## config.mk

```make
export PLATFORM = sky130hd
export DESIGN_NAME = boot_sequencer
export DESIGN_NICKNAME = d
export VERILOG_FILES = /design/src/rtl/boot_sequencer_pkg.sv /design/src/rtl/boot_sequencer_spi_byte_tx.sv /design/src/rtl/boot_sequencer.sv
export SDC_FILE = /design/constraint.sdc
export NUM_CORES = 1
export LEC_CHECK = 0
export ABC_AREA = 1
export CORE_MARGIN = 1.5
export CORE_UTILIZATION = 45
export CTS_BUF_LIST = sky130_fd_sc_hd__clkbuf_8
export DETAILED_ROUTE_END_ITERATION = 8
export HOLD_SLACK_MARGIN = 0.12
export SLEW_MARGIN = 15
export SYNTH_ARGS = -nofsm -noshare
export SYNTH_HDL_FRONTEND = slang
export SYNTH_HIERARCHICAL = 1
export SYNTH_SLANG_ARGS = --single-unit
```

## constraint.sdc

```tcl
create_clock -name clk_48mhz -period 5.2 [get_ports clk_48mhz]
set_input_delay 0.52 -clock clk_48mhz [delete_from_list [all_inputs] [get_ports clk_48mhz]]
set_output_delay 0.52 -clock clk_48mhz [all_outputs]
set_load 0.02 [all_outputs]
```

## src/rtl/boot_sequencer_pkg.sv

```systemverilog
// rtl/boot_sequencer_pkg.sv - shared types and constants for the bootloader-to-user-image hand-off
//
// Holds the sequencer state enum, the two flash software-reset opcodes, the
// inter-byte chip-select gap length and a counter-width helper.

package boot_sequencer_pkg;

    typedef enum logic [2:0] {
        S_IDLE  = 3'd0,
        S_QUIET = 3'd1,
        S_CMD   = 3'd2,
        S_GAP   = 3'd3,
        S_DELAY = 3'd4,
        S_PROG  = 3'd5
    } state_t;

    localparam logic [7:0] FLASH_RST_EN = 8'h66;
    localparam logic [7:0] FLASH_RST    = 8'h99;

    localparam int GAP_CYCLES = 4;
    localparam int GAP_W      = $clog2(GAP_CYCLES);

    // Width of a counter that must reach n-1; never narrower than one bit.
    function automatic int cnt_width(input int n);
        return (n > 1) ? $clog2(n) : 1;
    endfunction

endpackage

```

## src/rtl/boot_sequencer_spi_byte_tx.sv

```systemverilog
// rtl/boot_sequencer_spi_byte_tx.sv - 16-cycle SPI mode-0 byte shifter, MSB first
//
// Ports:
//   clk_48mhz  in   clock
//   reset      in   asynchronous active-high reset
//   start      in   one-cycle pulse; loads data, first bit appears next cycle
//   data[7:0]  in   byte to send, sampled on start
//   done       out  high during the 16th (last) cycle of the byte
//   sck        out  registered serial clock, low on bit setup, high on bit hold
//   mosi       out  registered serial data (top of the shift register)

module spi_byte_tx (
    input  logic       clk_48mhz,
    input  logic       reset,
    input  logic       start,
    input  logic [7:0] data,
    output logic       done,
    output logic       sck,
    output logic       mosi
);

    logic [3:0] cyc;
    logic       active;
    logic [7:0] shreg;
    logic       sck_q;

    // Even cycles put the bit out with sck low, odd cycles raise sck; the
    // shift happens when leaving an odd cycle so mosi is stable around the
    // rising edge the flash samples on.
    always_ff @(posedge clk_48mhz or posedge reset) begin
        if (reset) begin
            cyc    <= 4'd0;
            active <= 1'b0;
            shreg  <= 8'h00;
            sck_q  <= 1'b0;
        end else if (start) begin
            cyc    <= 4'd0;
            active <= 1'b1;
            shreg  <= data;
            sck_q  <= 1'b0;
        end else if (active) begin
            if (!cyc[0]) begin
                sck_q <= 1'b1;
                cyc   <= cyc + 4'd1;
            end else if (cyc == 4'd15) begin
                sck_q  <= 1'b0;
                shreg  <= 8'h00;
                active <= 1'b0;
                cyc    <= 4'd0;
            end else begin
                sck_q <= 1'b0;
                shreg <= {shreg[6:0], 1'b0};
                cyc   <= cyc + 4'd1;
            end
        end
    end

    assign done = active && (cyc == 4'd15);
    assign sck  = sck_q;
    assign mosi = shreg[7];

endmodule

```

## src/rtl/boot_sequencer.sv

```systemverilog
// rtl/boot_sequencer.sv - hands the flash SPI pins from the USB bootloader to a reset-and-reconfigure sequence
//
// Optional feature macro: BOOT_SEQUENCER_AUTOBOOT_TIMEOUT_EN (no-host autoboot timeout).
//
// Ports:
//   clk_48mhz      in   sole clock
//   reset          in   asynchronous active-high reset
//   boot_req       in   boot request from the bootloader, first high cycle latches it
//   usb_tx_en      in   USB transmitter output enable; must stay low for the quiet window
//   usb_activity   in   one-cycle pulse per received packet (autoboot timeout restart)
//   spi_cs_in      in   bootloader SPI chip select
//   spi_sck_in     in   bootloader SPI clock
//   spi_mosi_in    in   bootloader SPI data
//   spi_cs         out  flash chip select
//   spi_sck        out  flash clock (USRMCLK)
//   spi_mosi       out  flash data
//   user_programn  out  low triggers FPGA reconfiguration
//   busy           out  high in every state except IDLE

module boot_sequencer
    import boot_sequencer_pkg::*;
#(
    parameter int TX_QUIET_CYCLES = 480,
    parameter int PROG_DELAY      = 256,
    parameter int AUTOBOOT_CYCLES = 144_000_000
) (
    input  logic clk_48mhz,
    input  logic reset,
    input  logic boot_req,
    input  logic usb_tx_en,
    input  logic usb_activity,
    input  logic spi_cs_in,
    input  logic spi_sck_in,
    input  logic spi_mosi_in,
    output logic spi_cs,
    output logic spi_sck,
    output logic spi_mosi,
    output logic user_programn,
    output logic busy
);

    localparam int QW = cnt_width(TX_QUIET_CYCLES);
    localparam int DW = cnt_width(PROG_DELAY);

    localparam logic [QW-1:0]    QUIET_LAST = QW'(TX_QUIET_CYCLES - 1);
    localparam logic [DW-1:0]    DELAY_LAST = DW'(PROG_DELAY - 1);
    localparam logic [GAP_W-1:0] GAP_LAST   = GAP_W'(GAP_CYCLES - 1);

    state_t           state;
    logic [QW-1:0]    quiet_cnt;
    logic [GAP_W-1:0] gap_cnt;
    logic [DW-1:0]    delay_cnt;
    logic             byte_idx;
    logic             cs_q;
    logic             busy_q;
    logic             programn_q;

    logic       auto_fire;
    logic       quiet_done;
    logic       gap_done;
    logic       tx_start;
    logic [7:0] tx_byte;
    logic       tx_done;
    logic       tx_sck;
    logic       tx_mosi;

`ifdef BOOT_SEQUENCER_AUTOBOOT_TIMEOUT_EN
    localparam int AW = cnt_width(AUTOBOOT_CYCLES);
    localparam logic [AW-1:0] AUTO_LAST = AW'(AUTOBOOT_CYCLES - 1);

    logic [AW-1:0] auto_cnt;

    // Runs only while idle; any received packet means a host is present.
    always_ff @(posedge clk_48mhz or posedge reset) begin
        if (reset) begin
            auto_cnt <= '0;
        end else if (state != S_IDLE || usb_activity) begin
            auto_cnt <= '0;
        end else if (auto_cnt != '1) begin
            auto_cnt <= auto_cnt + 1'b1;
        end
    end

    assign auto_fire = (state == S_IDLE) && !usb_activity && (auto_cnt == AUTO_LAST);
`else
    logic unused_autoboot;
    assign unused_autoboot = usb_activity ^ (AUTOBOOT_CYCLES > 0);
    assign auto_fire       = 1'b0;
`endif

    // The shifter must load on the same edge the FSM enters CMD so that
    // cs falls together with the first bit.
    assign quiet_done = (state == S_QUIET) && !usb_tx_en && (quiet_cnt == QUIET_LAST);
    assign gap_done   = (state == S_GAP) && (gap_cnt == GAP_LAST);
    assign tx_start   = quiet_done || (gap_done && !byte_idx);
    assign tx_byte    = (state == S_QUIET) ? FLASH_RST_EN : FLASH_RST;

    spi_byte_tx u_spi_byte_tx (
        .clk_48mhz (clk_48mhz),
        .reset     (reset),
        .start     (tx_start),
        .data      (tx_byte),
        .done      (tx_done),
        .sck       (tx_sck),
        .mosi      (tx_mosi)
    );

    always_ff @(posedge clk_48mhz or posedge reset) begin
        if (reset) begin
            state      <= S_IDLE;
            quiet_cnt  <= '0;
            gap_cnt    <= '0;
            delay_cnt  <= '0;
            byte_idx   <= 1'b0;
            cs_q       <= 1'b1;
            busy_q     <= 1'b0;
            programn_q <= 1'b1;
        end else begin
            case (state)
                S_IDLE: begin
                    if (boot_req || auto_fire) begin
                        state     <= S_QUIET;
                        quiet_cnt <= '0;
                        cs_q      <= 1'b1;
                        busy_q    <= 1'b1;
                    end
                end
                S_QUIET: begin
                    if (usb_tx_en) begin
                        quiet_cnt <= '0;
                    end else if (quiet_cnt == QUIET_LAST) begin
                        state    <= S_CMD;
                        byte_idx <= 1'b0;
                        cs_q     <= 1'b0;
                    end else if (quiet_cnt != '1) begin
                        quiet_cnt <= quiet_cnt + 1'b1;
                    end
                end
                S_CMD: begin
                    if (tx_done) begin
                        state   <= S_GAP;
                        gap_cnt <= '0;
                        cs_q    <= 1'b1;
                    end
                end
                S_GAP: begin
                    if (gap_cnt == GAP_LAST) begin
                        if (!byte_idx) begin
                            state    <= S_CMD;
                            byte_idx <= 1'b1;
                            cs_q     <= 1'b0;
                        end else begin
                            state     <= S_DELAY;
                            delay_cnt <= '0;
                        end
                    end else begin
                        gap_cnt <= gap_cnt + 1'b1;
                    end
                end
                S_DELAY: begin
                    if (delay_cnt == DELAY_LAST) begin
                        state      <= S_PROG;
                        programn_q <= 1'b0;
                    end else if (delay_cnt != '1) begin
                        delay_cnt <= delay_cnt + 1'b1;
                    end
                end
                S_PROG: begin
                    programn_q <= 1'b0;
                end
                default: begin
                    state <= S_IDLE;
                end
            endcase
        end
    end

    // busy_q doubles as pin ownership: the block owns the SPI pins in every
    // non-IDLE state. Reset clears it asynchronously, so pass-through returns
    // without waiting for a clock.
    assign spi_cs        = busy_q ? cs_q    : spi_cs_in;
    assign spi_sck       = busy_q ? tx_sck  : spi_sck_in;
    assign spi_mosi      = busy_q ? tx_mosi : spi_mosi_in;
    assign user_programn = programn_q;
    assign busy          = busy_q;

endmodule

```

==> out/metrics.yaml, run 1 <==
status: "finished clean"
hp-start: "cs_q"
drive_gt1_share_pct: 17.9
crit_fanout: 14
yosysWarnings: 6
p_per_area_nw_per_um2: 199
vias_per_cell: 4.94
yosysMostFrequentCell: "nand2_1"
hold_end: "cs_q"
holdPathStages: 2
postLayoutCellArea_um2: 2620
cp-end-kind: "register"
die_w_um: 75.9
setup_tns_ps: 0
vias: 1868
die_y_um: 75.9
netlist.area_leader.share_pct: 38.7
ff2ff_path_depth: 13
initial_core_util_pct: 46.9
antenna_found_initial: 0
cts_made_buffers: 5
leakage_nw: 1.25
synth_fp_nets: 307
pre_cts_ws_ps: 2210
avgRoutedWirePerCell_um: 11.8
p_sw_uw: 122
dp.final_hpwl_um: 3140
clock-sinks: 39
clk_path_buf_depth: 2
worst_slew_pin_slew_ps: 917
grt_pass1_vias: 1773
pwr-share-clk_pct: 39.4
post-route-drc-count: 0
final-seq-area_um2: 978
syn_inst: 294
startpoint_type: "register"
rr_startpoint: "u_spi_byte_tx/cyc[0]"
synthTopCellsByArea: "dfrtp_1, nand2_1, nand3_1"
cts_tree: "built"
ys_ff_latch: 39
fin_crit_ps: 2910
vdd_drop_max_uv: 136
rsz0062_at_grt: "no"
place_area_um2: 2530
finClkSkew_ps: 8.09
crit_type: "register to register"
ctsHoldBuffers: 0
insertion_delay_ps: 300
io_pins: 13
yosys_most_used_dff: "dfrtp_1"
ant_nets: 0
fillerInstances: 529
cts.repair.resized: 0
fin_crit_sh_pct: 56.0
synth_top_cells_by_count: "nand2_1, dfrtp_1, inv_1, nand3_1, nor2_1"
dr.pass1.iters: 6
grt_pass1_wl_um: 8130
area_growth_pct: 9.25
power_frac_seq_pct: 58.2
grt_max_degree: 27
worstHoldPathType: "register to register"
required_ps: 5380
synth-edff-count: 0
clk_pin_slew_worst_paths_ps: 80
num_antenna_cells: 0
seq_area_frac_synth_pct: 40.9
grt_usage_pct: 17.5
rows: 26
grt_overflow: 0
max_cap_violations: 0
root_buffer: "clkbuf_8"
drt-initial-drc-count: 86
port_buffers: 11
wl_um: 4460
syn_area_per_cell_um2: 8.14
core_um2: 5110
r2r_slack_ps: 2290
cts_setup_buffers: 0
yosys.area.top_type: "dfrtp_1"
final_core_util_pct: 51.2
multi_input_area_um2: 1220
slew_viol_final: 0
setup_viol: 0
gp_congestion: 0.867
whs_ps: 473
hold_viol_final: 0
p_comb_share_pct: 2.5
final_nets: 320
cell_internal_pwr_uw: 399
synth.distinct_cells: 33
r2r-end: "u_spi_byte_tx/shreg[0]"
clock.fmax_mhz: 343
maxSlewHeadroom_pct: 38.6
async_flop_share_pct: 100
critical_path_arrival_ps: 3100
fin_ws_ps: 2290
switching_share_pct: 23.4
die-area_um2: 5770
ctsHtreeMaxLevel: 2
syn_area_um2: 2390
-- metrics by stage --
stage / total power [mW] / instances
after floorplan: 0.315 / 294
after global placement: 0.323 / 370
after detailed placement: 0.322 / 370
after CTS: 0.530 / 378
after global routing: 0.543 / 378
final: 0.521 / 378
-- power by group through the flow --
stage / sequential [mW] / combinational (mW) / clock, mW
2_1_floorplan: 0.309 / 0.00547 / 0
3_3_place_gp: 0.309 / 0.0136 / 0
3_5_place_dp: 0.309 / 0.0134 / 0
4_1_cts: 0.303 / 0.0136 / 0.213
5_1_grt: 0.303 / 0.0150 / 0.225
6_report: 0.303 / 0.0128 / 0.205
-- sequential cells by signal, summed over array words and instances, names as in the netlist --
name / cells
busy: 1
delay_cnt: 8
user_programn: 1
gap_cnt: 2
u_spi_byte_tx/cyc: 4
cs_q: 1
quiet_cnt: 9
state: 3
u_spi_byte_tx/active: 1
u_spi_byte_tx/shreg: 8
byte_idx: 1
-- cells in the final DEF, fill, tap and decap left out, types with 2 or more instances in the layout --
cell type	netlist	final
o21ai_2	8	8
nand4_1	13	13
nand2_4	4	4
nor2_2	2	2
nor2_1	23	23
dfstp_2	2	2
nand2_1	82	82
a21oi_1	3	3
a21oi_2	3	3
nand3_1	30	30
inv_2	6	7
nand3_4	3	3
or2_2	3	3
dfrtp_1	37	37
clkdlybuf4s50_1	0	11
inv_1	30	29
a22oi_1	4	4
nand2_2	5	5
nand3_2	3	3
nor2_8	2	2
clkbuf_8	0	5
ha_1	5	5
o21ai_0	9	9
nor2_4	3	3
clkinv_2	0	3
-- cell type report --
type	instances	area share, %
Timing Repair Buffer	11	4.21
Multi-Input combinational cell	214	46.7
Sequential cell	39	37.4
Tap cell	70	3.35
Clock inverter	3	0.574
Inverter	36	5.17
Clock buffer	5	2.63
-- cell families (layout without fill, tap and decap cells) --
kind of cell,after synthesis,in the layout,share of synthesized area [%]
AOI/OAI and AO/OA,33,33,10.2
xor gates and xnor gates,1,1,0.366
adders and majority gates,5,5,2.61
buffers and inverters,41,55,8.15
DFF,39,39,40.9
and+or+nand+nor,175,175,37.7
-- critical path: stages (launching register included) --
cell	delay [ps]
dfrtp_1	460
ha_1	250
nand3_4	140
nor2_1	180
nor2_1	70
nand2_1	100
nand3_1	80
nor2_1	120
nand2_1	90
nor2_1	700
inv_2	220
nand2_4	150
inv_2	50
a22o_1	180
-- layer usage --
layer | wire length (um) | track usage (%) | vias up
li1 | - | - | 980
met1 | 2330 | 23.7 | 856
met2 | 1930 | 27.1 | 26
met3 | 127 | 3.86 | 6
met4 | 62 | 7.04 | 0
met5 | 0 | 0 | -
-- how the worst max path moves through the flow --
stage               slack, ps                     end  cells after the start                 start
floorplan                3160  u_spi_byte_tx/shreg[0]                     13  u_spi_byte_tx/cyc[0]
global route             1930  u_spi_byte_tx/shreg[6]                     14  u_spi_byte_tx/cyc[0]
finish                   2290  u_spi_byte_tx/shreg[0]                     13  u_spi_byte_tx/cyc[0]
detailed placement       2210  u_spi_byte_tx/shreg[6]                     11             usb_tx_en
global placement         2190  u_spi_byte_tx/shreg[0]                     10             usb_tx_en
CTS                      2230  u_spi_byte_tx/shreg[0]                     13  u_spi_byte_tx/cyc[0]
Note: power is estimated with default switching activity, not from simulation.
==> inputs of run 2 (changes only) <==
clock period = 2.9 ns   (was 5.2 ns; I/O delays follow)
==> out/metrics.yaml, run 2 (synthesis results as in run 1) <==
status: "finished clean"
max_cap_violations: 0
setup_tns_ps: 0
drt-initial-drc-count: 109
p_comb_share_pct: 2.7
die-area_um2: 5770
pwr-share-clk_pct: 37.5
grt_max_degree: 27
slew_viol_final: 0
vdd_drop_max_uv: 183
rows: 26
setup_viol: 0
die_w_um: 75.9
ctsHoldBuffers: 0
num_antenna_cells: 0
cts_made_buffers: 5
wl_um: 4430
final_nets: 322
required_ps: 3080
slowest_stage: "dfrtp_1"
clock-sinks: 39
switching_share_pct: 21.8
largest_register_ffs: 9
top_register: "quiet_cnt"
vias: 1866
startpoint_type: "register"
p_sw_uw: 198
crit_fanout: 12
stdcell_count: 379
vias_per_cell: 4.92
fin_crit_sh_pct: 79.6
gp_congestion: 0.839
fillerInstances: 516
cts_tree: "built"
insertion_delay_ps: 290
maxSlewHeadroom_pct: 65.4
power_frac_seq_pct: 59.8
fin_crit_ps: 2310
core_um2: 5110
r2r_slack_ps: 590
drive_gt1_share_pct: 17.2
avgRoutedWirePerCell_um: 11.7
grt_pass1_vias: 1731
final_cell_mix: "nand2_1, dfrtp_1, inv_1, nand3_1, nor2_1"
cell_internal_pwr_uw: 711
worst_slew_pin_slew_ps: 518
clk_pin_slew_worst_paths_ps: 70
cp_cell_sequence: "ha_1 -> nand3_4 -> nor2_1 -> nor2_1 -> nand2_1 -> nand3_1 -> nor2_1 -> nand2_1 -> nor2_1 -> buf_4 -> nor2_1 -> a22oi_1 -> nand2_1"
dp.cells: 372
antenna_found_initial: 0
area_growth_pct: 9.57
root_buffer: "clkbuf_8"
power.total_uw: 909
initial_core_util_pct: 46.9
ctsHtreeMaxLevel: 2
leakage_nw: 1.26
p_per_area_nw_per_um2: 346
final_common_cell: "nand2_1"
worstHoldPathType: "input port to async pin"
cts.repair.resized: 0
dp.final_hpwl_um: 3120
crit_top_cell: "nor2_1"
io_pins: 13
finClkSkew_ps: 3.50
grt_overflow: 0
crit_type: "register to register"
die_y_um: 75.9
slowest_delay_ps: 460
grt_pass1_wl_um: 7880
critical_path_arrival_ps: 2490
hold_viol_final: 0
clk_path_buf_depth: 2
cts_setup_buffers: 0
port_buffers: 11
grt_usage_pct: 16.9
reg_top3: "quiet_cnt: 9 flops, delay_cnt: 8 flops, u_spi_byte_tx/shreg: 8 flops"
dr.pass1.iters: 4
rsz0062_at_grt: "no"
post-route-drc-count: 0
clock.fmax_mhz: 433
cp-end-kind: "register"
ant_nets: 0
[run 2: routing by layer]
metal  track usage [%]  up-vias  share of wire [%]
met5                 0        -                  0
met4              6.30        0                1.5
met3              3.73        6                3.6
met2              26.2       35                 42
met1              23.3      831                 53
li1                  -      994                  -
[run 2: path summary, 6_finish.rpt]
kind / end / startpoint / cells after the start
worst max-delay path: u_spi_byte_tx/shreg[5] / u_spi_byte_tx/cyc[0] / 13
worst min-delay path: u_spi_byte_tx/shreg[3] / reset / 2
worst max register to register: u_spi_byte_tx/shreg[5] / u_spi_byte_tx/cyc[0] / 13
worst min register to register: cs_q / cs_q / 2
max in group asynchronous: u_spi_byte_tx/shreg[7] / reset / 2
min in group clk_48mhz: cs_q / cs_q / 2
[run 2: power groups by stage]
stage | logic, mW | clock network [mW] | registers (mW)
global route | 0.0278 | 0.390 | 0.543
global placement | 0.0255 | 0 | 0.554
finish | 0.0241 | 0.341 | 0.544
detailed placement | 0.0254 | 0 | 0.554
CTS | 0.0256 | 0.358 | 0.543
floorplan | 0.00982 | 0 | 0.554
[run 2: cell type report]
cell class | count | area, um^2 | area share (%)
sequential | 39 | 978 | 37.3
timing repair buffer | 13 | 125 | 4.77
clock buffer | 5 | 68.8 | 2.62
tap | 70 | 87.6 | 3.34
inverter | 36 | 135 | 5.15
multi-input combinational | 214 | 1220 | 46.5
clock inverter | 2 | 7.51 | 0.286
[run 2: stage by stage]
stage          utilization (%)  hold WS [ps]  setup WS [ps]  cell area (um^2)
6_report                  51.3           356            593              2620
5_1_grt                   51.3           418            271              2620
4_1_cts                   51.3           372            544              2620
3_5_place_dp              49.9           466            562              2550
3_3_place_gp              49.9           454            605              2550
2_1_floorplan                -           167            863              2390
[run 2: critical path: cells and delay by family, from the launching register on]
family / cells / cell delay, ps
fa+ha+maj: 1 / 250
simple gates: 10 / 1120
flops: 1 / 460
buf+inv: 1 / 240
compound gates: 1 / 140
